<file path="src/rtl/row_chunk_feeder_if.sv">
// Bundle between the row chunk feeder, its chunk buffer and the row-adder organizer.
// slave = the feeder itself, master = the surrounding lane.
interface row_chunk_feeder_if #(
  parameter int element_width = 32,
  parameter int no_of_units   = 8,
  parameter int addr_width    = 6
);
  localparam int DW = element_width * no_of_units;

  logic                     go;
  logic [addr_width:0]      row_chunks;
  logic                     mem_rd_en;
  logic [addr_width-1:0]    mem_addr;
  logic [DW-1:0]            mem_rd_data;
  logic [DW-1:0]            adder_row_input;
  logic                     outsider4;
  logic                     start;
  logic                     final_adder_finish_dash;
  logic [element_width-1:0] adder_output;
  logic [element_width-1:0] result;
  logic                     result_valid;
  logic                     busy;
  logic                     timeout_err;

  modport master (
    output go,
    output row_chunks,
    output mem_rd_data,
    output final_adder_finish_dash,
    output adder_output,
    input  mem_rd_en,
    input  mem_addr,
    input  adder_row_input,
    input  outsider4,
    input  start,
    input  result,
    input  result_valid,
    input  busy,
    input  timeout_err
  );

  modport slave (
    input  go,
    input  row_chunks,
    input  mem_rd_data,
    input  final_adder_finish_dash,
    input  adder_output,
    output mem_rd_en,
    output mem_addr,
    output adder_row_input,
    output outsider4,
    output start,
    output result,
    output result_valid,
    output busy,
    output timeout_err
  );
endinterface

</file>
<file path="src/rtl/row_chunk_feeder.sv">
// Streams one row of chunks into the row-adder organizer and returns its sum.
// Optional drain watchdog: define ROW_CHUNK_FEEDER_TIMEOUT_EN.
module row_chunk_feeder #(
  parameter int element_width  = 32,
  parameter int no_of_units    = 8,
  parameter int addr_width     = 6,
  parameter int timeout_cycles = 255
) (
  input logic               clk,
  input logic               rst_n,
  row_chunk_feeder_if.slave bus
);
  localparam int DW = element_width * no_of_units;
  localparam int CW = addr_width + 1;
  localparam logic [CW-1:0] MAX_N =
    {1'b1, {addr_width{1'b0}}};

  typedef enum logic [1:0] {
    IDLE,
    FETCH,
    DRAIN,
    DONE
  } state_e;

  state_e                   state_q, state_d;
  logic [CW-1:0]            n_q, n_d;
  logic [addr_width-1:0]    addr_q, addr_d;
  logic                     rd_en_q, rd_en_d;
  logic                     pend_q, pend_d;
  logic [DW-1:0]            row_q, row_d;
  logic                     o4_q, o4_d;
  logic                     start_q, start_d;
  logic [element_width-1:0] result_q, result_d;
  logic                     rv_q, rv_d;
  logic                     busy_q, busy_d;

  logic [CW-1:0]            go_n;
  logic                     drained;
  logic                     last_rd;

`ifdef ROW_CHUNK_FEEDER_TIMEOUT_EN
  localparam int TW = $clog2(timeout_cycles + 1) + 1;
  logic [TW-1:0]            cnt_q, cnt_d;
  logic                     terr_q, terr_d;
`endif

  always_comb begin
    state_d  = state_q;
    n_d      = n_q;
    addr_d   = addr_q;
    rd_en_d  = rd_en_q;
    // read data lands one cycle after the strobe
    pend_d   = rd_en_q;
    o4_d     = pend_q;
    row_d    = pend_q ? bus.mem_rd_data : '0;
    start_d  = start_q | pend_q;
    result_d = result_q;
    rv_d     = 1'b0;
    busy_d   = busy_q;
`ifdef ROW_CHUNK_FEEDER_TIMEOUT_EN
    cnt_d    = cnt_q;
    terr_d   = terr_q;
`endif
    go_n     = (bus.row_chunks > MAX_N) ?
               MAX_N : bus.row_chunks;
    drained  = !rd_en_q && !pend_q;
    last_rd  = ({1'b0, addr_q} + CW'(1)) == n_q;

    unique case (state_q)
      IDLE, DONE: begin
        if (state_q == DONE) begin
          start_d = 1'b0;
          busy_d  = 1'b0;
          state_d = IDLE;
        end
        if (bus.go) begin
          busy_d = 1'b1;
          n_d    = go_n;
          if (go_n == '0) begin
            state_d  = DONE;
            result_d = '0;
            rv_d     = 1'b1;
          end else begin
            state_d = FETCH;
            rd_en_d = 1'b1;
            addr_d  = '0;
          end
        end
      end
      FETCH: begin
        if (last_rd) begin
          rd_en_d = 1'b0;
          addr_d  = '0;
          state_d = DRAIN;
`ifdef ROW_CHUNK_FEEDER_TIMEOUT_EN
          cnt_d   = '0;
`endif
        end else begin
          addr_d = addr_q + addr_width'(1);
        end
      end
      DRAIN: begin
        if (drained && bus.final_adder_finish_dash) begin
          result_d = bus.adder_output;
          rv_d     = 1'b1;
          state_d  = DONE;
        end
`ifdef ROW_CHUNK_FEEDER_TIMEOUT_EN
        else if (drained) begin
          if (cnt_q == TW'(timeout_cycles)) begin
            terr_d   = 1'b1;
            result_d = '0;
            rv_d     = 1'b1;
            state_d  = DONE;
          end else begin
            cnt_d = cnt_q + TW'(1);
          end
        end
`endif
      end
      default: state_d = IDLE;
    endcase
  end

  always_ff @(posedge clk or negedge rst_n) begin
    if (!rst_n) begin
      state_q  <= IDLE;
      n_q      <= '0;
      addr_q   <= '0;
      rd_en_q  <= 1'b0;
      pend_q   <= 1'b0;
      row_q    <= '0;
      o4_q     <= 1'b0;
      start_q  <= 1'b0;
      result_q <= '0;
      rv_q     <= 1'b0;
      busy_q   <= 1'b0;
    end else begin
      state_q  <= state_d;
      n_q      <= n_d;
      addr_q   <= addr_d;
      rd_en_q  <= rd_en_d;
      pend_q   <= pend_d;
      row_q    <= row_d;
      o4_q     <= o4_d;
      start_q  <= start_d;
      result_q <= result_d;
      rv_q     <= rv_d;
      busy_q   <= busy_d;
    end
  end

`ifdef ROW_CHUNK_FEEDER_TIMEOUT_EN
  always_ff @(posedge clk or negedge rst_n) begin
    if (!rst_n) begin
      cnt_q  <= '0;
      terr_q <= 1'b0;
    end else begin
      cnt_q  <= cnt_d;
      terr_q <= terr_d;
    end
  end

  assign bus.timeout_err = terr_q;
`else
  localparam int unused_timeout = timeout_cycles;
  assign bus.timeout_err = 1'b0;
`endif

  assign bus.mem_rd_en       = rd_en_q;
  assign bus.mem_addr        = addr_q;
  assign bus.adder_row_input = row_q;
  assign bus.outsider4       = o4_q;
  assign bus.start           = start_q;
  assign bus.result          = result_q;
  assign bus.result_valid    = rv_q;
  assign bus.busy            = busy_q;
endmodule

</file>
<file path="src/flat_wrapper.sv">
// flat-port wrapper written by rule: the top's interface ports become plain ports
module row_chunk_feeder_flat 
#(
  parameter int element_width  = 32,
  parameter int no_of_units    = 8,
  parameter int addr_width     = 6,
  parameter int timeout_cycles = 255
)
  (clk, rst_n, bus_go, bus_row_chunks, bus_mem_rd_data, bus_final_adder_finish_dash, bus_adder_output, bus_mem_rd_en, bus_mem_addr, bus_adder_row_input, bus_outsider4, bus_start, bus_result, bus_result_valid, bus_busy, bus_timeout_err);
  row_chunk_feeder_if #(.element_width(element_width), .no_of_units(no_of_units), .addr_width(addr_width)) bus_i ();
  input logic clk;
  input logic rst_n;
  input wire logic [$bits(bus_i.go)-1:0] bus_go;
  input wire logic [$bits(bus_i.row_chunks)-1:0] bus_row_chunks;
  input wire logic [$bits(bus_i.mem_rd_data)-1:0] bus_mem_rd_data;
  input wire logic [$bits(bus_i.final_adder_finish_dash)-1:0] bus_final_adder_finish_dash;
  input wire logic [$bits(bus_i.adder_output)-1:0] bus_adder_output;
  output wire logic [$bits(bus_i.mem_rd_en)-1:0] bus_mem_rd_en;
  output wire logic [$bits(bus_i.mem_addr)-1:0] bus_mem_addr;
  output wire logic [$bits(bus_i.adder_row_input)-1:0] bus_adder_row_input;
  output wire logic [$bits(bus_i.outsider4)-1:0] bus_outsider4;
  output wire logic [$bits(bus_i.start)-1:0] bus_start;
  output wire logic [$bits(bus_i.result)-1:0] bus_result;
  output wire logic [$bits(bus_i.result_valid)-1:0] bus_result_valid;
  output wire logic [$bits(bus_i.busy)-1:0] bus_busy;
  output wire logic [$bits(bus_i.timeout_err)-1:0] bus_timeout_err;
  assign bus_i.go = bus_go;
  assign bus_i.row_chunks = bus_row_chunks;
  assign bus_i.mem_rd_data = bus_mem_rd_data;
  assign bus_i.final_adder_finish_dash = bus_final_adder_finish_dash;
  assign bus_i.adder_output = bus_adder_output;
  assign bus_mem_rd_en = bus_i.mem_rd_en;
  assign bus_mem_addr = bus_i.mem_addr;
  assign bus_adder_row_input = bus_i.adder_row_input;
  assign bus_outsider4 = bus_i.outsider4;
  assign bus_start = bus_i.start;
  assign bus_result = bus_i.result;
  assign bus_result_valid = bus_i.result_valid;
  assign bus_busy = bus_i.busy;
  assign bus_timeout_err = bus_i.timeout_err;
  row_chunk_feeder #(.element_width(element_width), .no_of_units(no_of_units), .addr_width(addr_width), .timeout_cycles(timeout_cycles)) u_core (.clk(clk), .rst_n(rst_n), .bus(bus_i));
endmodule
</file>
<file path="config.mk">
export PLATFORM = sky130hd
export DESIGN_NAME = row_chunk_feeder_flat
export DESIGN_NICKNAME = d
export VERILOG_FILES = /design/src/rtl/row_chunk_feeder_if.sv /design/src/rtl/row_chunk_feeder.sv /design/src/flat_wrapper.sv
export SDC_FILE = /design/constraint.sdc
export NUM_CORES = 1
export LEC_CHECK = 0
export CAP_MARGIN = 20
export CELL_PAD_IN_SITES_DETAIL_PLACEMENT = 0
export CELL_PAD_IN_SITES_GLOBAL_PLACEMENT = 1
export CORE_AREA = 2 2 236 238
export DETAILED_ROUTE_END_ITERATION = 16
export DIE_AREA = 0 0 238 240
export HOLD_SLACK_MARGIN = 0.02
export MAX_ROUTING_LAYER = met4
export PLACE_DENSITY = 0.56
export SYNTH_ARGS = -nofsm -noshare
export SYNTH_HDL_FRONTEND = slang
export SYNTH_SLANG_ARGS = --single-unit
</file>
<file path="constraint.sdc">
create_clock -name clk -period 2.2 [get_ports clk]
set_input_delay 0.66 -clock clk [delete_from_list [all_inputs] [get_ports clk]]
set_output_delay 0.66 -clock clk [all_outputs]
set_load 0.02 [all_outputs]
</file>
==> results.md, run 1 <==
Run:
- The max-capacitance violation count is 0.

Floorplanning:
- The floorplan step defined a core boundary enclosing 54,660 sq um.
- The die extent in y is 240 um.
- For this configuration, the core starts out at a cell density of 0.1911.
- The area enclosed by the die boundary is 57,120 sq um.
- The I/O pin total is 599.
- The die is 238 um wide.
- In this run the core area contains 86 standard-cell rows.

Clocking:
- The tree is rooted in a sky130_fd_sc_hd__clkbuf_16.
- In this run the deepest clock path goes through 3 buffers.
- The total of hold buffers inserted after clock tree synthesis is 0.
- TritonCTS built the clock tree.
- After clock tree synthesis, the clock-pin slew on the worst setup and hold paths is 60 ps.
- CTS built an H-tree with a depth of 2.
- The number of sinks on the clock net is 309.
- The number of clock buffers inserted by TritonCTS is 39.
- At the later pin of the worst-skew pair, clock insertion delay measures 540 ps.

Cells and area:
- In the final design database the tool counted 1,669 nets.
- Leaving out filler cells and counting taps, the final layout contains 2,099.
- The fraction of final layout cells with drive strength greater than 1 is 0.07902.
- Compared with the post-synthesis result, the final layout area differs by 80.08%.
- The area of all placed cells without fillers is 18,810 sq um.
- The multi-input combinational cells in the finished layout cover a total of 2589 sq um.
- The count of fill cells added during filler insertion is 5,422.
- Summing all flip-flop and latch instances after layout gives 7739 sq um.

Yosys:
- The net count after synthesis is 1,037.
- The total number of yosys warnings is 0.
- After technology mapping, the gate count stands at 734.
- The cell area after synthesis is 10,450 sq um.
- The synthesized area divided by synthesized cell count is 14.23 sq um.
- After synthesis the netlist holds a flip-flop and latch count of 309.
- The post-synthesis cell type count is 38.
- The share of the Yosys chip area taken by registers is 0.7402.

Global route:
- The total routing resource utilization after global routing is 0.1341.
- The number of global-route vias before repair came to 8,165.
- Entering global routing, the biggest net connects 259 pins.
- The number of antenna violations at the first check in global routing was 4.
- The first global-routing pass estimated 55,160 um of wire.
- The total congestion overflow is 0.

Power:
- For this design the static power due to leakage is 8.485 nW.
- The power density relative to cell area is 1125 nW/um^2.
- The largest vdd supply drop is 634.3 uV.

STA:
- Headroom to the max-slew limit came out at 0.09715.
- For the finished layout, the period the worst path requires is 2171 ps.
- The portion of the clock cycle consumed by the worst path in the final layout is 0.9866.
- Setup slack on the critical path of the routed design comes to 29.44 ps.
- Setup repair after global routing could not meet its margin everywhere.
- The count of final max-slew check failures came to 0.
- The worst-margin pin slew is 1354 ps.
- Based on the critical path, the design can be clocked at up to 460.7 MHz.
- Setup violations remaining at the end of the flow were counted as 0.
- The number of hold violations in the final report was 0.
- The worst clock skew is 13.00 ps.

Drt:
- In this run, the number of DRC markers left after iteration 0 of detailed routing was 286.
- The wire length the detailed router placed on met1 is 14,680 um.
- After detailed routing, the total wire length is 39,500 um.
- In the routed layout, each cell is associated on average with a via count of 3.693.
- For this run, design rule violations remaining after detail routing come to 0.
- The routed length per instance is 18.82 um.
- The highest metal layer with signal wires is met4.
- Detailed routing inserted a total of 7,751 vias.
- The count of TritonRoute iterations in the first routing pass is 4.
- In this run the remaining antenna-violating nets after routing total 0.
- Summed over all nets, wire length on met3 after detailed routing comes to 2936 um.
- Summed over all nets, wire length on met2 after detailed routing comes to 21,030 um.

Place:
- The number of instances in the placed design is 2,020.
- The half-perimeter wire length after placement is 28,880 um.
- The placement-stage worst setup slack is -645.7 ps.
- The routability congestion estimate from global placement is 0.8051.
- Summing all placed instances gives a cell area of 17,400 sq um.
- The number of input and output port buffers inserted is 597.

Critical path:
- The type of the worst setup path is in -> reg.
- The critical path startpoint is bus_row_chunks[3].
- The critical path endpoint category is a flip-flop.
- Data on the critical path is required at its endpoint by 2610 ps.
- Along the worst path, the maximum fanout reaches 8.
- The worst setup path is launched from an input port.
- The origin of the critical flop-to-flop path is u_core.bus.mem_addr[0]$_DFFE_PN0P_.
- The most critical setup path has its endpoint at u_core.bus.result[26]$_DFFE_PN0P_.
- The number of cells on the worst reg-to-reg path is 7.
- The endpoint of the most critical register-to-register path is u_core.state_q[1]$_DFFE_PN0P_.
- The arrival time at the worst endpoint is 2580 ps.
- In this run the register-to-register setup slack is 80 ps.

Worst hold path:
- The worst hold path belongs to the class in -> async.

Run status:
- The flow ran to the end, and the final reports show no timing, DRC or antenna violations.
[sequential cells by signal, indices dropped and copies added, names as in the netlist]
name                        count
u_core.bus.adder_row_input    256
u_core.bus.busy                 1
u_core.bus.mem_addr             6
u_core.bus.mem_rd_en            1
u_core.bus.outsider4            1
u_core.bus.result              32
u_core.bus.result_valid         1
u_core.bus.start                1
u_core.n_q                      7
u_core.o4_d                     1
u_core.state_q                  2
[cells in the mapped netlist]
| cell type | n | share of area |
|---|---|---|
| sky130_fd_sc_hd__nor4_4 | 1 | 0.0020 |
| sky130_fd_sc_hd__dfrtp_1 | 309 | 0.74 |
| sky130_fd_sc_hd__a21oi_2 | 1 | 0.00084 |
| sky130_fd_sc_hd__nor3_2 | 1 | 0.00096 |
| sky130_fd_sc_hd__mux2i_1 | 2 | 0.0019 |
| sky130_fd_sc_hd__nand2_1 | 23 | 0.0083 |
| sky130_fd_sc_hd__conb_1 | 1 | 0.00036 |
| sky130_fd_sc_hd__clkbuf_1 | 29 | 0.010 |
| sky130_fd_sc_hd__a32o_1 | 1 | 0.00096 |
| sky130_fd_sc_hd__o32ai_1 | 1 | 0.00084 |
| sky130_fd_sc_hd__inv_1 | 3 | 0.0011 |
| sky130_fd_sc_hd__buf_4 | 2 | 0.0014 |
| sky130_fd_sc_hd__a41oi_2 | 1 | 0.0016 |
| sky130_fd_sc_hd__nor3_1 | 1 | 0.00048 |
| sky130_fd_sc_hd__a221o_1 | 1 | 0.00096 |
| sky130_fd_sc_hd__or4_4 | 1 | 0.0011 |
| sky130_fd_sc_hd__nor2_1 | 5 | 0.0018 |
| sky130_fd_sc_hd__a31oi_1 | 1 | 0.00060 |
| sky130_fd_sc_hd__o22ai_1 | 1 | 0.00060 |
| sky130_fd_sc_hd__a21o_1 | 1 | 0.00072 |
| sky130_fd_sc_hd__mux2_1 | 2 | 0.0022 |
| sky130_fd_sc_hd__ha_1 | 4 | 0.0048 |
| sky130_fd_sc_hd__xnor2_1 | 4 | 0.0034 |
| sky130_fd_sc_hd__o21ai_0 | 6 | 0.0029 |
| sky130_fd_sc_hd__clkbuf_2 | 1 | 0.00048 |
| sky130_fd_sc_hd__buf_2 | 4 | 0.0019 |
| sky130_fd_sc_hd__buf_6 | 3 | 0.0032 |
| sky130_fd_sc_hd__o211a_1 | 1 | 0.00096 |
| sky130_fd_sc_hd__and3_1 | 3 | 0.0018 |
| sky130_fd_sc_hd__xor2_1 | 4 | 0.0034 |
| sky130_fd_sc_hd__a22o_1 | 36 | 0.030 |
| sky130_fd_sc_hd__nand3_1 | 6 | 0.0029 |
| sky130_fd_sc_hd__mux2_2 | 2 | 0.0022 |
| sky130_fd_sc_hd__a21oi_1 | 4 | 0.0019 |
| sky130_fd_sc_hd__nand2b_1 | 10 | 0.0060 |
| sky130_fd_sc_hd__o21a_1 | 1 | 0.00072 |
| sky130_fd_sc_hd__and2_1 | 256 | 0.15 |
| sky130_fd_sc_hd__o22a_1 | 1 | 0.00084 |
[timing repair]
| action | 4_1_cts | 5_1_grt |
|---|---|---|
| endpoints found under the setup margin | 147 | 61 |
| setup buffers | 0 | 3 |
| gates cloned | 0 | 6 |
| pin swaps | 2 | 15 |
| resized for setup | 131 | 40 |
[layer usage]
layer | global-route usage | vias up
met1 | 0.1433 | 3778
met5 | - | -
met2 | 0.2383 | 306
met3 | 0.04064 | 59
met4 | 0.04167 | 0
li1 | - | 3608
[cell type report]
cell class                      count  area share
Timing Repair Buffer              630      0.3352
Multi-Input combinational cell    383      0.1376
Tap cell                          704     0.04682
Clock buffer                       57     0.06033
Clock inverter                     10    0.007715
Sequential cell                   309      0.4114
Inverter                            3   0.0005986
Antenna cell                        3   0.0003991
[worst max-delay path: stages]
cell and delay (ps):
sky130_fd_sc_hd__clkdlybuf4s15_1 180, sky130_fd_sc_hd__or4_4 550, sky130_fd_sc_hd__nor4_4 340, sky130_fd_sc_hd__nand3_2 130, sky130_fd_sc_hd__a22o_4 300, sky130_fd_sc_hd__clkbuf_16 180, sky130_fd_sc_hd__a22o_1 230
[cells by family after synthesis]
kind of cell             after synthesis  synth area share
flip-flops                           309            0.7402
XOR/XNOR                               8          0.006707
AO/OA/AOI/OAI                         57           0.04456
buffers and inverters                 42           0.01856
multiplexers                           6          0.006228
AND/OR/NAND/NOR                      307            0.1786
other                                  1         0.0003590
adder cells (fa/ha/maj)                4          0.004791
[report_power, final]
part	total (mW)	internal [mW]	switching (mW)
Sequential	7.47	7.02	0.452
Combinational	7.27	3.37	3.91
Clock	6.42	3.92	2.49
[metrics by stage]
| step | util | hold slack [ps] | total power [mW] | TNS, ps |
|---|---|---|---|---|
| 2_1_floorplan | - | 364.4 | 10.98 | -2863 |
| 3_3_place_gp | 0.3183 | 458.6 | 15.09 | -21570 |
| 3_5_place_dp | 0.3183 | 461.2 | 15.12 | -22410 |
| 4_1_cts | 0.3389 | 25.24 | 21.38 | 0 |
| 5_1_grt | 0.3441 | 27.16 | 22.28 | -8.636 |
| 6_report | 0.3441 | 34.42 | 21.16 | 0 |
[cell usage in the layout (no fill, tap or decap), types with 3 or more instances in the layout]
master                            count
sky130_fd_sc_hd__clkinv_2             3
sky130_fd_sc_hd__clkbuf_16           44
sky130_fd_sc_hd__clkbuf_8             7
sky130_fd_sc_hd__nand2_1             22
sky130_fd_sc_hd__ha_1                 3
sky130_fd_sc_hd__xor2_1               4
sky130_fd_sc_hd__bufinv_16            3
sky130_fd_sc_hd__dlygate4sd2_1      129
sky130_fd_sc_hd__clkdlybuf4s50_1    437
sky130_fd_sc_hd__diode_2              3
sky130_fd_sc_hd__dfrtp_1            306
sky130_fd_sc_hd__o21ai_0              6
sky130_fd_sc_hd__dlymetal6s2s_1      29
sky130_fd_sc_hd__buf_12               7
sky130_fd_sc_hd__and3_1               3
sky130_fd_sc_hd__xnor2_1              4
sky130_fd_sc_hd__clkbuf_1            10
sky130_fd_sc_hd__inv_1                3
sky130_fd_sc_hd__buf_4               20
sky130_fd_sc_hd__nand2b_1             9
sky130_fd_sc_hd__a21oi_1              4
sky130_fd_sc_hd__and2_1             256
sky130_fd_sc_hd__nand3_1              5
sky130_fd_sc_hd__nor2_1               5
sky130_fd_sc_hd__a22o_1              35
[worst min-delay path by stage]
stage / start / to
floorplan: rst_n / u_core.bus.adder_row_input[0]$_DFF_PN0_
global placement: u_core.bus.mem_rd_en$_DFFE_PN0P_ / u_core.o4_d$_DFF_PN0_
detailed placement: u_core.bus.mem_rd_en$_DFFE_PN0P_ / u_core.o4_d$_DFF_PN0_
CTS: rst_n / u_core.bus.adder_row_input[39]$_DFF_PN0_
global route: rst_n / u_core.bus.adder_row_input[39]$_DFF_PN0_
finish: rst_n / u_core.bus.adder_row_input[39]$_DFF_PN0_
No activity file was read; power rests on OpenSTA's default activity.
==> run 2, diff against run 1 <==
--- a/config.mk
+++ b/config.mk
@@ -9,6 +9,7 @@
 export CELL_PAD_IN_SITES_DETAIL_PLACEMENT = 0
 export CELL_PAD_IN_SITES_GLOBAL_PLACEMENT = 1
 export CORE_AREA = 2 2 236 238
+export CTS_CLUSTER_SIZE = 28
 export DETAILED_ROUTE_END_ITERATION = 16
 export DIE_AREA = 0 0 238 240
 export HOLD_SLACK_MARGIN = 0.02
==> results of run 2 <==
Same layout as run 1: the final DEF is identical, and so are final timing and power.
==> edit 1 (settings of run 1) <==
`addr_width` is set to 6 in 3 places; all go to 7.
--- a/src/rtl/row_chunk_feeder_if.sv
+++ b/src/rtl/row_chunk_feeder_if.sv
@@ -3,7 +3,7 @@
 interface row_chunk_feeder_if #(
   parameter int element_width = 32,
   parameter int no_of_units   = 8,
-  parameter int addr_width    = 6
+  parameter int addr_width    = 7
 );
   localparam int DW = element_width * no_of_units;
 
--- a/src/rtl/row_chunk_feeder.sv
+++ b/src/rtl/row_chunk_feeder.sv
@@ -3,7 +3,7 @@
 module row_chunk_feeder #(
   parameter int element_width  = 32,
   parameter int no_of_units    = 8,
-  parameter int addr_width     = 6,
+  parameter int addr_width     = 7,
   parameter int timeout_cycles = 255
 ) (
   input logic               clk,
--- a/src/flat_wrapper.sv
+++ b/src/flat_wrapper.sv
@@ -3,7 +3,7 @@
 #(
   parameter int element_width  = 32,
   parameter int no_of_units    = 8,
-  parameter int addr_width     = 6,
+  parameter int addr_width     = 7,
   parameter int timeout_cycles = 255
 )
   (clk, rst_n, bus_go, bus_row_chunks, bus_mem_rd_data, bus_final_adder_finish_dash, bus_adder_output, bus_mem_rd_en, bus_mem_addr, bus_adder_row_input, bus_outsider4, bus_start, bus_result, bus_result_valid, bus_busy, bus_timeout_err);
Ports: changed (resized bus_mem_addr and bus_row_chunks); port bits go from 599 to 601. No check against the original RTL was run, so the function may have changed too.
==> edit 1 against run 1 <==
Final area is 1.1% higher. Worst hold slack gained 0.0054 ns. Utilization increased by 0.38 points. Cell count rose by 2.0%. Synthesized area increased by 0.98%. Critical path type is now reg -> reg. Sequential cell count increased by 2. Worst setup slack lost 0.029 ns. Wire length increased by 0.89%. Clock skew shrank 0.0051 ns. Register-to-register slack lost 0.08 ns. Highest routed layer unchanged.
Power is not compared: it rests on default switching activity, and its combinational part moved more than twofold at a synthesized area within 25%.
==> edit 1: results (changes against run 1) <==
| Metric | Value |
|---|---|
| RR Startpoint | `u_core.bus.mem_addr[0] (unchanged)` |
| Ys async rst share | `100% (unchanged)` |
| Dpl ws | `-0.604 ns (was -0.646 ns)` |
| Commonest cells in the netlist | `dfrtp_1 (311), and2_1 (256), clkbuf_1 (38) (was dfrtp_1 (309), and2_1 (256), a22o_1 (36))` |
| Worst EP arrival | `2.62 ns (was 2.58 ns)` |
| Worst-path clk slew | `0.06 ns (about the same)` |
| Worst slew margin | `4.58% (was 9.72%)` |
| Layout fillers | `5515 (was 5422)` |
| Number of global-route vias before repair | `8503 (was 8165)` |
| First-pass GRT wire length | `56800 um (was 55200 um)` |
| Placed cell area | `0.0177 mm2 (was 0.0174 mm2)` |
| CTS H-Tree Depth | `2 (unchanged)` |
| Maximum vdd drop | `525 uV` |
| Outcome | `complete, no violations (unchanged)` |
| TritonCTS Buffers | `39 (unchanged)` |
| Worst skew pair latency | `between 0.5 and 0.6 ns` |
| Reg-to-reg endpoint | `u_core.state_q[0] (was u_core.state_q[1])` |
| Compound-Gate Fraction of Synth Area | `4.95% (was 4.46%)` |
| Sw Ratio | `around 27%` |
| Tightest Hold Check Type | `in -> async (unchanged)` |
| Syn_nets | `1067 (was 1037)` |
| Hpwl dp | `29900 um (was 28900 um)` |
| Vias | `7994 (was 7751)` |
| Synthesis Warnings | `0 (unchanged)` |
| Ratio of cells with drive above 1 in the final layout | `8.30% (was 7.90%)` |
| Synth Area in Adders | `0.474% (was 0.479%)` |
| IO buf count | `599 (was 597)` |
| CTS Root Cell | `clkbuf_16 (unchanged)` |
| Area share of xor/xnor cells in the synthesized design | `0.664% (was 0.671%)` |
| Largest cells by area after synthesis | `dfrtp_1 (74%), and2_1 (15%), a22o_1 (2.7%) (was dfrtp_1 (74%), and2_1 (15%), a22o_1 (3.0%))` |
| Post-synthesis sequential area ratio | `73.8% (was 74.0%)` |
| P_leak | `about 8.5 nW` |
| WS Path Type | `reg -> reg (was in -> reg)` |
| Area delta synth->final | `80.3% (was 80.1%)` |
| Routability Congestion | `0.819 (was 0.805)` |
| Worst Reg-to-Reg Cells | `8 (was 7)` |
| Largest net degree at the start of global routing | `259 (unchanged)` |
| Clock skew after layout | `0.00792 ns (was 0.0130 ns)` |
| Layout Nets | `1711 (was 1669)` |
| Max reg flops | `256 (unchanged)` |
| Initial antenna violation count | `2 (was 4)` |
| GRT Total Usage | `13.8% (was 13.4%)` |
| Drt wl/cell | `18.6 um (was 18.8 um)` |
| Total iterations of the first detailed-routing run | `4 (unchanged)` |
| Initial DRC Count | `323 (was 286)` |
| Multiplexer share of the synthesized area | `0.320% (was 0.623%)` |
| Predominant post-synthesis flop cell | `dfrtp_1 (unchanged)` |
| Bufs on Longest Clock Path | `3 (unchanged)` |
| Netlist cell types | `37 (was 38)` |
| R2R Setup Slk | `0.0008 ns (was 0.08 ns)` |
| Setup crit end | `u_core.state_q[0] (was u_core.bus.result[26])` |
| Critical Path Fanout Max | `3 (was 8)` |
==> edit 1: changes by cell type in the layout (fill, tap and decap cells not counted), sizes merged, moves of 3 or more <==
cell,change
a22o,-4
nand4,+4
dlygate4sd2,-24
buf,+15
o211ai,+3
inv,+7
and3,-3
clkdlybuf4s50,+25
nor2,+4
a211oi,+3
o21ai,+10
==> edit 1: critical path: stages (launching register included) <==
cell and delay (ns):
dfrtp_2 0.43, ha_4 0.23, xor2_1 0.13, a211o_1 0.23
a211oi_2 0.16, o211ai_1 0.16, a222oi_1 0.26, buf_4 0.18
mux2_4 0.29
==> edit 1: how the worst min path moves through the flow <==
stage,slack (ns),to,depth (start not counted),startpoint
3_5_place_dp,0.47,u_core.bus.busy,2,u_core.bus.busy
3_3_place_gp,0.46,u_core.bus.start,1,u_core.bus.start
4_1_cts,0.05,u_core.bus.adder_row_input[4],1,rst_n
6_report,0.04,u_core.bus.adder_row_input[3],1,rst_n
5_1_grt,0.04,u_core.bus.adder_row_input[3],1,rst_n
2_1_floorplan,0.36,u_core.bus.adder_row_input[0],0,rst_n
==> edit 1: what timing repair did <==
action                                  in CTS  in global routing
pin swaps                                    1                  3
hold buffers                                 0                  0
buffers inserted                             0                  1
resized for setup                          110                 37
endpoints found under the setup margin     137                 66
==> edit 1: layout make-up <==
class / instances / share of cell area (%)
inverter: 11 / 0.217
sequential: 311 / 41.0
clock buffer: 59 / 6.28
clock inverter: 9 / 0.664
multi-input combinational: 401 / 13.8
tap: 704 / 4.63
antenna: 2 / 0.0263
timing repair buffer: 643 / 33.4
==> edit 1: cell families after synthesis <==
group	count (synthesis)
compound gates	71
xor+xnor	8
fa+ha+maj	4
buf+inv	51
flops	311
mux	3
other cells	1
simple gates	314
==> edit 1: metrics by stage <==
stage	cells	setup TNS (ns)	total power [mW]
final	2140	0	16.3
after floorplan	763	0	7.97
after detailed placement	2069	-21.94	9.96
after global placement	2069	-20.65	9.93
after CTS	2137	-0.173	16.6
after global routing	2139	-0.300	17.2
==> edit 1: routing by layer <==
layer / GRT usage (%) / vias up / share of wire, %
li1: - / 3736 / -
met1: 14.8 / 3890 / 36
met2: 24.5 / 311 / 53
met3: 4.32 / 57 / 8.3
met4: 4.13 / 0 / 2.4
met5: - / - / 0
==> edit 1: power by group through the flow <==
stage | combinational (mW) | clock (mW) | sequential [mW]
after floorplan | 1.03 | 0 | 6.95
after global placement | 3.45 | 0 | 6.49
after detailed placement | 3.46 | 0 | 6.50
after CTS | 3.44 | 6.78 | 6.40
after global routing | 3.69 | 7.04 | 6.43
final | 3.42 | 6.54 | 6.38
==> edit 2 (flow settings as in run 1) <==
Without the edit above. `result_q` no longer has a reset.
--- a/src/rtl/row_chunk_feeder.sv
+++ b/src/rtl/row_chunk_feeder.sv
@@ -132,7 +132,6 @@
       row_q    <= '0;
       o4_q     <= 1'b0;
       start_q  <= 1'b0;
-      result_q <= '0;
       rv_q     <= 1'b0;
       busy_q   <= 1'b0;
     end else begin
@@ -144,10 +143,13 @@
       row_q    <= row_d;
       o4_q     <= o4_d;
       start_q  <= start_d;
-      result_q <= result_d;
       rv_q     <= rv_d;
       busy_q   <= busy_d;
     end
+  end
+
+  always_ff @(posedge clk) begin
+    result_q <= result_d;
   end
 
 `ifdef ROW_CHUNK_FEEDER_TIMEOUT_EN
Function: same outputs for any inputs over 4 cycles, from zero or initial values and one cycle with rst_n low; that may be too few to reach the edited logic, so the function may still have changed.
==> edit 2 against run 1 <==
Sequential cell count did not move. Sequential power rose by 3.5%. Critical endpoint is now u_core.bus.result[19]. Wire length fell by 6.1%. Critical path type unchanged. Synthesized area rose by 0.86%. Worst setup slack improved by 0.0095 ns. First-iteration DRC count fell by 21%. Via count fell by 2.1%. Register-to-register slack improved by 0.03 ns. Cell count rose by 0.19%. Total power rose by 2.6%. Count of clock-buffer cells in the layout fell by 2. Final area rose by 0.13%. Fmax rose by 0.44%. Largest power group unchanged.
==> edit 2: results (changes against run 1) <==
| Metric | Value |
|---|---|
| Worst-path clk slew | `0.06 ns (about the same)` |
| Tightest Hold Check Type | `in -> reg (was in -> async)` |
| WHS | `0.391 ns (was 0.0344 ns)` |
| Outcome | `complete, no violations (unchanged)` |
| CTS H-Tree Depth | `2 (unchanged)` |
| Number of global-route vias before repair | `7987 (was 8165)` |
| Ratio of cells with drive above 1 in the final layout | `7.80% (was 7.90%)` |
| TritonCTS Buffers | `38 (was 39)` |
| Hpwl dp | `27400 um (was 28900 um)` |
| Clock skew after layout | `0.0168 ns (was 0.0130 ns)` |
| Ys async rst share | `89.6% (was 100%)` |
| Critical Path Fanout Max | `8 (unchanged)` |
| GR met2 Demand/Resource | `22.2% (was 23.8%)` |
| Min-Delay Path Depth | `3` |
| RR Startpoint | `u_core.bus.mem_addr[0] (unchanged)` |
| Layout Nets | `1675 (was 1669)` |
| Reg-to-reg endpoint | `u_core.state_q[1] (unchanged)` |
| R2R Setup Slk | `0.11 ns (was 0.08 ns)` |
| Met1 GRT Util | `13.9% (was 14.3%)` |
| Post-synth EDFFs | `32 (was 0)` |
| Met3 Track Usage GR | `3.69% (was 4.06%)` |
| Largest cells by area after synthesis | `dfrtp_1 (66%), and2_1 (17%), edfxtp_1 (9.1%) (was dfrtp_1 (74%), and2_1 (15%), a22o_1 (3.0%))` |
| First-pass GRT wire length | `52500 um (was 55200 um)` |
| Vias | `7591 (was 7751)` |
| GRT Total Usage | `12.7% (was 13.4%)` |
| Worst slew margin | `37.2% (was 9.72%)` |
| Worst setup path startpoint | `bus_row_chunks[5] (was bus_row_chunks[3])` |
| Post-synthesis sequential area ratio | `74.9% (was 74.0%)` |
| Maximum vdd drop | `701 uV (was 634 uV)` |
| Initial antenna violation count | `1 (was 4)` |
| Hold Path Origin | `bus_row_chunks[3]` |
| Wirelength, routed | `37100 um (was 39500 um)` |
| Synthesis Warnings | `0 (unchanged)` |
| Syn_nets | `1040 (was 1037)` |
| Worst EP arrival | `2.41 ns (was 2.58 ns)` |
| Routability Congestion | `0.787 (was 0.805)` |
| IO buf count | `597 (unchanged)` |
| Max reg flops | `256 (unchanged)` |
| P_leak | `7.97 nW (was 8.48 nW)` |
| Netlist cell types | `44 (was 38)` |
| CTS Root Cell | `clkbuf_16 (unchanged)` |
| Dpl ws | `-0.724 ns (was -0.646 ns)` |
| Placed cell area | `0.0176 mm2 (was 0.0174 mm2)` |
| Initial DRC Count | `227 (was 286)` |
| Commonest cells in the netlist | `and2_1 (289), dfrtp_1 (277), clkbuf_1 (33) (was dfrtp_1 (309), and2_1 (256), a22o_1 (36))` |
-- edit 2: cell families (layout without fill, tap and decap cells) --
| logic type | after synthesis | in the layout | share of synthesized area [%] |
|---|---|---|---|
| AO/OA/AOI/OAI | 27 | 27 | 1.78 |
| XOR/XNOR | 9 | 9 | 0.819 |
| adder cells (fa/ha/maj) | 4 | 4 | 0.475 |
| buffers and inverters | 39 | 700 | 1.46 |
| flip-flops | 309 | 309 | 74.9 |
| multiplexers | 4 | 4 | 0.416 |
| other | 1 | 2 | 0.0356 |
| AND/OR/NAND/NOR | 344 | 344 | 20.1 |
-- edit 2: through the flow --
stage               cells  utilization [%]
finish               2103             34.5
global route         2102             34.5
floorplan             737                -
global placement     2031             32.2
detailed placement   2031             32.2
CTS                  2101             34.3
-- edit 2: area by class of cell --
cell class	instances	area, um2
multi-input cells	389	2510
inverters	4	15.0
repair buffers	630	6290
diodes	1	2.50
clock buffers	55	1110
flip-flops and latches	309	7900
clock inverters	11	134
well taps	704	881
fillers	5509	35800
-- edit 2: worst max-delay path, cell delays in order --
cell and delay, ns:
dlygate4sd2_1 0.24, or4_4 0.43, nor4_4 0.33, nand2_2 0.13, a211oi_4 0.25, buf_6 0.19
clkbuf_16 0.17
-- edit 2: repair_timing --
item                                    CTS  global route
hold buffers                              1             0
buffers inserted                          1             0
pin swaps                                 0             4
endpoints found under the setup margin  128            52
endpoints found under the hold margin    29             0
gates cloned                              2             1
gates resized for setup                 102            21
-- edit 2: worst max path at each step --
stage	endpoint	slack, ns	cells after the start
2_1_floorplan	u_core.bus.result[0]	-0.69	4
3_3_place_gp	u_core.bus.result[5]	-0.70	6
3_5_place_dp	u_core.bus.result[13]	-0.72	6
4_1_cts	u_core.bus.result[25]	-0.008	7
5_1_grt	u_core.state_q[1]	-0.005	7
6_report	u_core.bus.result[19]	0.04	7
-- edit 2: where the power goes --
part	internal [mW]	switching (mW)
combinational	3.63	4.09
clock	3.83	2.43
sequential	7.31	0.415
-- edit 2: per-layer routing --
layer | routed length [um] | vias up
li1 | - | 3581
met1 | 14200 | 3676
met2 | 19500 | 278
met3 | 2610 | 56
met4 | 781 | 0
met5 | 0 | -
